$ cat src/rtl/divider_arbiter.sv
// divider_arbiter: shares one iterative divider between NUM_REQ requesters.
// Requests are picked round-robin, and only one division is in flight at a time.
// A zero divisor is answered at once with an error and is never sent to the divider.
// A divider that never answers is abandoned after TIMEOUT_CYC cycles and also gives an error.
// Ports:
//   clk_in, rst_in               clock, synchronous active-low reset
//   req_valid_in/req_ready_out   per-requester handshake (ready is combinational, IDLE only)
//   dividend_in/divisor_in       flattened operands, requester i at [i*WIDTH +: WIDTH]
//   div_*_out / div_*_in         interface to the shared divider
//   rsp_*_out                    one-cycle tagged response
//   busy_out                     transaction in progress
module divider_arbiter #(
   parameter int unsigned NUM_REQ     = 2,
   parameter int unsigned WIDTH       = 32,
   parameter int unsigned TIMEOUT_CYC = 64
) (
   input  logic                         clk_in,
   input  logic                         rst_in,
   input  logic [NUM_REQ-1:0]           req_valid_in,
   output logic [NUM_REQ-1:0]           req_ready_out,
   input  logic [NUM_REQ*WIDTH-1:0]     dividend_in,
   input  logic [NUM_REQ*WIDTH-1:0]     divisor_in,
   output logic [WIDTH-1:0]             div_dividend_out,
   output logic [WIDTH-1:0]             div_divisor_out,
   output logic                         div_valid_out,
   input  logic [WIDTH-1:0]             div_quotient_in,
   input  logic                         div_valid_in,
   output logic                         rsp_valid_out,
   output logic [$clog2(NUM_REQ)-1:0]   rsp_id_out,
   output logic [WIDTH-1:0]             rsp_quotient_out,
   output logic                         rsp_err_out,
   output logic                         busy_out
);

   localparam int unsigned ID_W = $clog2(NUM_REQ);
   localparam int unsigned TM_W = $clog2(TIMEOUT_CYC);

   typedef enum logic [1:0] {S_IDLE, S_ISSUE, S_WAIT, S_RESP} state_t;

   state_t              state;
   logic [ID_W-1:0]     last_grant;
   logic [TM_W-1:0]     timer;

   logic [2*NUM_REQ-1:0] req_dbl;
   logic [NUM_REQ-1:0]   req_rot;
   int unsigned          start_idx;
   int unsigned          offset;
   int unsigned          sum_idx;
   logic                 grant_found;
   logic [ID_W-1:0]      grant_idx;
   logic [WIDTH-1:0]     sel_dividend;
   logic [WIDTH-1:0]     sel_divisor;

   // Round-robin pick: rotate requests so the slot after last_grant sits at bit 0,
   // take the lowest set bit, then rotate the index back.
   always_comb begin
      start_idx = 32'(last_grant) + 32'd1;
      req_dbl   = {req_valid_in, req_valid_in};
      req_rot   = NUM_REQ'(req_dbl >> start_idx);
      offset    = 32'd0;
      for (int i = int'(NUM_REQ) - 1; i >= 0; i--) begin
         if (req_rot[i]) offset = 32'(i);
      end
      sum_idx = start_idx + offset;
      if (sum_idx >= NUM_REQ) sum_idx = sum_idx - NUM_REQ;
      grant_found  = |req_valid_in;
      grant_idx    = ID_W'(sum_idx);
      sel_dividend = dividend_in[32'(grant_idx)*WIDTH +: WIDTH];
      sel_divisor  = divisor_in[32'(grant_idx)*WIDTH +: WIDTH];
      req_ready_out = '0;
      if (state == S_IDLE && grant_found) req_ready_out[grant_idx] = 1'b1;
   end

   // Transaction FSM with registered outputs.
   always_ff @(posedge clk_in) begin
      if (!rst_in) begin
         state            <= S_IDLE;
         last_grant       <= ID_W'(NUM_REQ - 1);
         timer            <= '0;
         div_dividend_out <= '0;
         div_divisor_out  <= '0;
         div_valid_out    <= 1'b0;
         rsp_valid_out    <= 1'b0;
         rsp_id_out       <= '0;
         rsp_quotient_out <= '0;
         rsp_err_out      <= 1'b0;
         busy_out         <= 1'b0;
      end else begin
         div_valid_out <= 1'b0;
         rsp_valid_out <= 1'b0;
         case (state)
            S_IDLE: begin
               if (grant_found) begin
                  last_grant       <= grant_idx;
                  rsp_id_out       <= grant_idx;
                  div_dividend_out <= sel_dividend;
                  div_divisor_out  <= sel_divisor;
                  busy_out         <= 1'b1;
                  if (sel_divisor == '0) begin
                     state            <= S_RESP;
                     rsp_valid_out    <= 1'b1;
                     rsp_quotient_out <= '1;
                     rsp_err_out      <= 1'b1;
                  end else begin
                     state         <= S_ISSUE;
                     div_valid_out <= 1'b1;
                  end
               end
            end
            S_ISSUE: begin
               state <= S_WAIT;
               timer <= '0;
            end
            S_WAIT: begin
               // A result arriving on the timeout edge still wins.
               if (div_valid_in) begin
                  state            <= S_RESP;
                  rsp_valid_out    <= 1'b1;
                  rsp_quotient_out <= div_quotient_in;
                  rsp_err_out      <= 1'b0;
               end else if (timer + TM_W'(1) == TM_W'(TIMEOUT_CYC - 1)) begin
                  state            <= S_RESP;
                  rsp_valid_out    <= 1'b1;
                  rsp_quotient_out <= '1;
                  rsp_err_out      <= 1'b1;
               end else begin
                  timer <= timer + TM_W'(1);
               end
            end
            S_RESP: begin
               state    <= S_IDLE;
               busy_out <= 1'b0;
            end
            default: begin
               state    <= S_IDLE;
               busy_out <= 1'b0;
            end
         endcase
      end
   end

endmodule

$ cat config.mk
export PLATFORM = sky130hd
export DESIGN_NAME = divider_arbiter
export DESIGN_NICKNAME = d
export VERILOG_FILES = /design/src/rtl/divider_arbiter.sv
export SDC_FILE = /design/constraint.sdc
export NUM_CORES = 1
export LEC_CHECK = 0
export BUFFER_PORTS_ARGS = -buffer_cell sky130_fd_sc_hd__buf_2
export CORE_UTILIZATION = 39
export CTS_CLUSTER_DIAMETER = 80
export CTS_CLUSTER_SIZE = 30
export DETAILED_ROUTE_END_ITERATION = 7
export PLACE_DENSITY_LB_ADDON = 0.2
export SYNTH_ARGS = -nofsm -noshare
export SYNTH_HDL_FRONTEND = slang
export SYNTH_SLANG_ARGS = --single-unit
$ cat constraint.sdc
create_clock -name clk_in -period 2 [get_ports clk_in]
set_input_delay 0.4 -clock clk_in [delete_from_list [all_inputs] [get_ports clk_in]]
set_output_delay 0.4 -clock clk_in [all_outputs]
set_load 0.01 [all_outputs]
# Word-level counts from Yosys, hierarchy flattened
# Index checks and enable logic that the tools add are counted.
[word_totals]
reg_bits = 110
inputBits = 165
elab_cells = 76
[classes]
addsub = 4
n_lt_le_gt_ge = 3
n_eq_ne = 9
shift = 3
n_mux = 32
n_reduce_logical = 14
[ops]
columns = ["op", "count"]
rows = [
  ["32-bit two-way mux", 4],
  ["64-bit by 7-bit variable part select with 32-bit output", 2],
  ["32-bit one-hot mux with 2 select lines", 1],
  ["32-bit zero test", 1],
  ["1-bit two-way mux", 14],
  ["6-bit two-way mux", 2],
  ["6-bit one-hot mux with 2 select lines", 1],
  ["2-bit two-way mux", 5],
  ["2-bit one-hot mux with 4 select lines", 1],
  ["6-bit by 1-bit adder with 6-bit output (second input constant)", 1],
  ["6-bit equality test (second input constant)", 1],
  ["2-bit != test (second input constant)", 3],
  ["1-bit one-hot mux with 2 select lines", 3],
  ["2-bit AND reduction", 3],
  ["3-bit AND reduction", 2],
  ["2-bit nonzero test", 3],
  ["2-bit equality test (second input constant)", 2],
  ["4-bit AND reduction", 1],
  ["4-bit by 2-bit right shift with 2-bit output", 1],
  ["2-bit by 1-bit adder with 3-bit output", 1],
  ["3-bit by 2-bit >= comparator with 1-bit output (second input constant)", 1],
  ["3-bit != test (second input constant)", 1],
  ["1-bit by 1-bit adder with 2-bit output (second input constant)", 1],
  ["2-bit by 1-bit equality test with 1-bit output (second input constant)", 1],
  ["8 further kinds", 9],
]

# Depth between registers and ports, before layout
[depth]
ltp_word = 12
mapped_depth = 9
ltp_nobuf = 8

# Worst setup path before layout
# No wires, ideal clock.
[synth_timing]
path_kind = "reg2reg"
start = "register timer[1]"
end = "register rsp_quotient_out[0]"
setup_ps = 119
t_arrival_ps = 1912
required_ps = 1881
slack_ps = -30
path_stages_with_launch = 9
path_buffers = 1
synth_period_minus_slack_ps = 2030
path_cell_list = "dfxtp_1 -> ha_1 -> xnor2_1 -> nor2_1 -> a21oi_1 -> nand2_1 -> a41o_1 -> buf_2 -> o221a_1"
[synth_between]
elab_chain_cells = 4
[synth_lines]
columns = ["element", "line", "text"]
rows = [
  ["from (decl)", "42", "logic [TM_W-1:0] timer;"],
  ["from (signal assigned)", "127", "timer <= timer + TM_W'(1);"],
  ["6-bit by 1-bit adder with 6-bit output", "121", "end else if (timer + TM_W'(1) == TM_W'(TIMEOUT_CYC - 1)) begin"],
  ["6-bit equality test", "121", ""],
  ["3-bit != test (no source line)", "n/a", ""],
  ["4-bit AND reduction (no source line)", "n/a", ""],
  ["to (signal assigned)", "119", "rsp_quotient_out <= div_quotient_in;"],
  ["to (decl)", "30", "output logic [WIDTH-1:0] rsp_quotient_out,"],
]
# No other way between the ends.
# A chain may end at the register's enable or synchronous reset.

# Worst setup path after layout
[layout_timing]
start = "register timer[0]"
end = "register rsp_quotient_out[15]"
# Same word-level chain as after synthesis.

==> results_dict.tcl <==
set metrics [dict create \
    finalClockSkew_ps 5.68 \
    hold_path.class "primary input to flip-flop" \
    cp.arrival_ps 2190 \
    rows 38 \
    combPwrFrac_pct 35.1 \
    cts-root-buf "clkbuf_16" \
    cts_max_level 3 \
    fin_crit_sh_pct 97.4 \
    grtUsageTotal_pct 22.0 \
    power.share.sequential_pct 38.3 \
    synth_xor_area_share_pct 0.391 \
    synthToLayoutAreaGrowth_pct 52.1 \
    max-vdd-ir-drop_v 0.000755 \
    place_ws_ps -224 \
    fin_nets 939 \
    placed_area_mm2 0.00627 \
    relSlewSlack_pct 67.1 \
    crit_path_max_fanout 8 \
    num_antenna_cells 0 \
    clk_path_buf_depth 2 \
    cts_hold_buf 0 \
    cp-end-kind "flip-flop" \
    place.gp.congestion 0.899 \
    drt_iter0_drc 440 \
    synthFlopType "dfxtp_1" \
    clk_latency_ps 350 \
    clk_pin_slew_ps 70 \
    slew_violations 0 \
    die_w_um 109 \
    firstDrtPassIters 5 \
    synth_compound_area_share_pct 25.8 \
    grt_overflow 0 \
    finalSetupViolations 0 \
    critPathLaunchType "flip-flop" \
    yosys-top-cells-area "dfxtp_1 (49%), o221a_1 (8.0%), a222oi_1 (7.1%), nor2_1 (6.7%), nand2_1 (5.4%)" \
    syn_area_mm2 0.00448 \
    ios 268 \
    p_per_area_mw_per_mm2 1080 \
    grt_pass1_vias 4460 \
    path_class "flip-flop to flip-flop" \
    drcViolationCount 0 \
    yosysMostFrequentCell "dfxtp_1" \
    syn_area_per_cell_um2 9.30 \
    drive_above_1_share_pct 46.3 \
    synth_nets 653 \
    vias 4870 \
    grt_max_degree 57 \
    vias_per_cell 5.35 \
    grt_pass1_wl_mm 20.4 \
    core_area_mm2 0.0110 \
    synth_edf_count 0 \
    synthAdderAreaFrac_pct 1.68 \
    fin_ws_ps 51.3 \
    ant_nets 0 \
    worstMarginPinSlew_ps 493 \
    clkSinkCount 110 \
    hpwl_mm 10.2 \
    critPathRequiredTime_ps 2240 \
    p_sw_mw 2.38 \
    port_buffers 267 \
    async_flop_share_pct 0 \
    power.share.clock_pct 26.6 \
    ys_types 38 \
    wl_per_cell_um 15.5 \
    synth_top_family_by_area "compound AO/OA/AOI/OAI gates" \
    design_area_mm2 0.00681 \
    maxCapViolCount 0 \
    finalCriticalPeriod_ps 1950 \
    drt_wl_total_mm 14.1 \
    leakagePower_nw 3.23 \
    synth_common_cells "dfxtp_1 (110), nor2_1 (80), nand2_1 (64)" \
    synth_top_cell_by_area "dfxtp_1" \
    muxShareOfSynthArea_pct 1.34 \
    die_h_um 109 \
    switching_share_pct 32.2 \
    final_util_pct 61.8 \
    p_total_mw 7.39 \
    fillers 959 \
    ys_ff_latch 110 \
    cts_buffers 9 \
    antenna_found_initial 0 \
    final-hold-violation-count 0 \
    yosysSeqAreaShare_pct 49.1 \
    power.internal_mw 5.01 \
    status "completed" \
    tritoncts "yes" \
    synth_cells 482 \
    yosys.area_share.simple_pct 17.5 \
    yosysWarningCount 0 \
    initial_core_util_pct 40.6 \
    fp.dieArea_mm2 0.0119 \
    holdWs_ps 288 \
    synth_top_area_share_pct 49.1 \
    max_clock_freq_ghz 0.513 \
]
-- power groups by stage --
| stage | Sequential, mW | Clock, mW | Combinational (mW) |
|---|---|---|---|
| after floorplan | 3.03 | 0 | 1.21 |
| after global placement | 2.85 | 0 | 2.45 |
| after detailed placement | 2.86 | 0 | 2.50 |
| after CTS | 2.82 | 2.02 | 2.53 |
| after global routing | 2.88 | 2.12 | 2.85 |
| final | 2.83 | 1.97 | 2.60 |
-- final cells by class --
class	count	area [µm²]	area share [%]
repair buffers	318	1880	27.5
multi-input cells	325	2210	32.5
inverters	4	15.0	0.220
clock buffers	10	229	3.36
flip-flops and latches	110	2210	32.4
well taps	140	175	2.57
clock inverters	4	97.6	1.43
-- sequential cells by signal, summed over array words and instances, names as in the netlist --
register and flops:
state 2, busy_out 1, rsp_id_out 1, last_grant 1
div_valid_out 1, div_dividend_out 32, div_divisor_out 32, rsp_err_out 1
timer 6, rsp_valid_out 1, rsp_quotient_out 32
-- logic make-up after synthesis --
group | after synthesis
buffers and inverters | 47
flip-flops | 110
AO/OA/AOI/OAI | 126
XOR/XNOR | 2
multiplexers | 6
AND/OR/NAND/NOR | 185
adder cells (fa/ha/maj) | 6
-- per-stage QoR --
stage,TNS (ps),std cells
2_1_floorplan,-145,482
3_3_place_gp,-4500,889
3_5_place_dp,-7190,889
4_1_cts,0,903
5_1_grt,-14.3,911
6_report,0,911
-- worst paths after layout --
| check | from | end | slack, ps | depth (start not counted) |
|---|---|---|---|---|
| worst max-delay path | timer[0] | rsp_quotient_out[15] | 50 | 9 |
| worst min register to register | div_divisor_out[14] | div_divisor_out[14] | 490 | 2 |
| worst max register to register | timer[0] | rsp_quotient_out[15] | 50 | 9 |
| worst min-delay path | dividend_in[32] | div_dividend_out[0] | 290 | 3 |
-- metal layers --
metal  track usage (%)  share of wire (%)  up-vias
met4              6.76                1.4        0
met2              39.2                 52      176
met1              25.0                 41     2284
met5                 0                  0        -
met3              6.93                5.7       14
li1                  -                  -     2396
-- cell usage in the layout (no fill, tap or decap), types with 2 or more instances in the layout --
| cell type | netlist | final |
|---|---|---|
| buf_2 | 7 | 267 |
| buf_4 | 0 | 39 |
| clkbuf_16 | 0 | 12 |
| a21oi_4 | 1 | 2 |
| ha_4 | 0 | 2 |
| a21oi_1 | 15 | 14 |
| nand3_1 | 9 | 8 |
| a311oi_1 | 27 | 27 |
| inv_1 | 3 | 2 |
| nor2_1 | 80 | 77 |
| o221a_2 | 2 | 2 |
| buf_12 | 0 | 8 |
| bufinv_16 | 0 | 3 |
| and3_1 | 3 | 3 |
| o221a_1 | 32 | 32 |
| nand2b_1 | 2 | 2 |
| a21boi_0 | 2 | 2 |
| nor2_4 | 0 | 2 |
| inv_2 | 1 | 2 |
| a222oi_1 | 32 | 32 |
| ha_1 | 6 | 3 |
| nand2_1 | 64 | 64 |
| nor4_1 | 12 | 12 |
| dfxtp_1 | 110 | 106 |
| a41oi_1 | 2 | 2 |
| o21ai_0 | 5 | 5 |
| mux2i_1 | 6 | 6 |
| dfxtp_2 | 0 | 3 |
| nor3_1 | 7 | 7 |
| nor2b_1 | 4 | 2 |
-- critical path, stage by stage (launching register included) --
cell and delay (ps):
dfxtp_4 370, ha_4 180, xnor2_4 170, nor2_4 60, a21oi_4 180, buf_4 140, nor3b_2 40, a41o_4 300
clkbuf_16 180, o221a_1 220
-- timing repair --
action | in CTS | in global routing
endpoints found under the hold margin | 0 | 0
setup buffers | 0 | 4
gates cloned | 0 | 4
pin swaps | 1 | 4
endpoints found under the setup margin | 2 | 34
resized for setup | 4 | 18
Power figures use the tool's default switching activity.
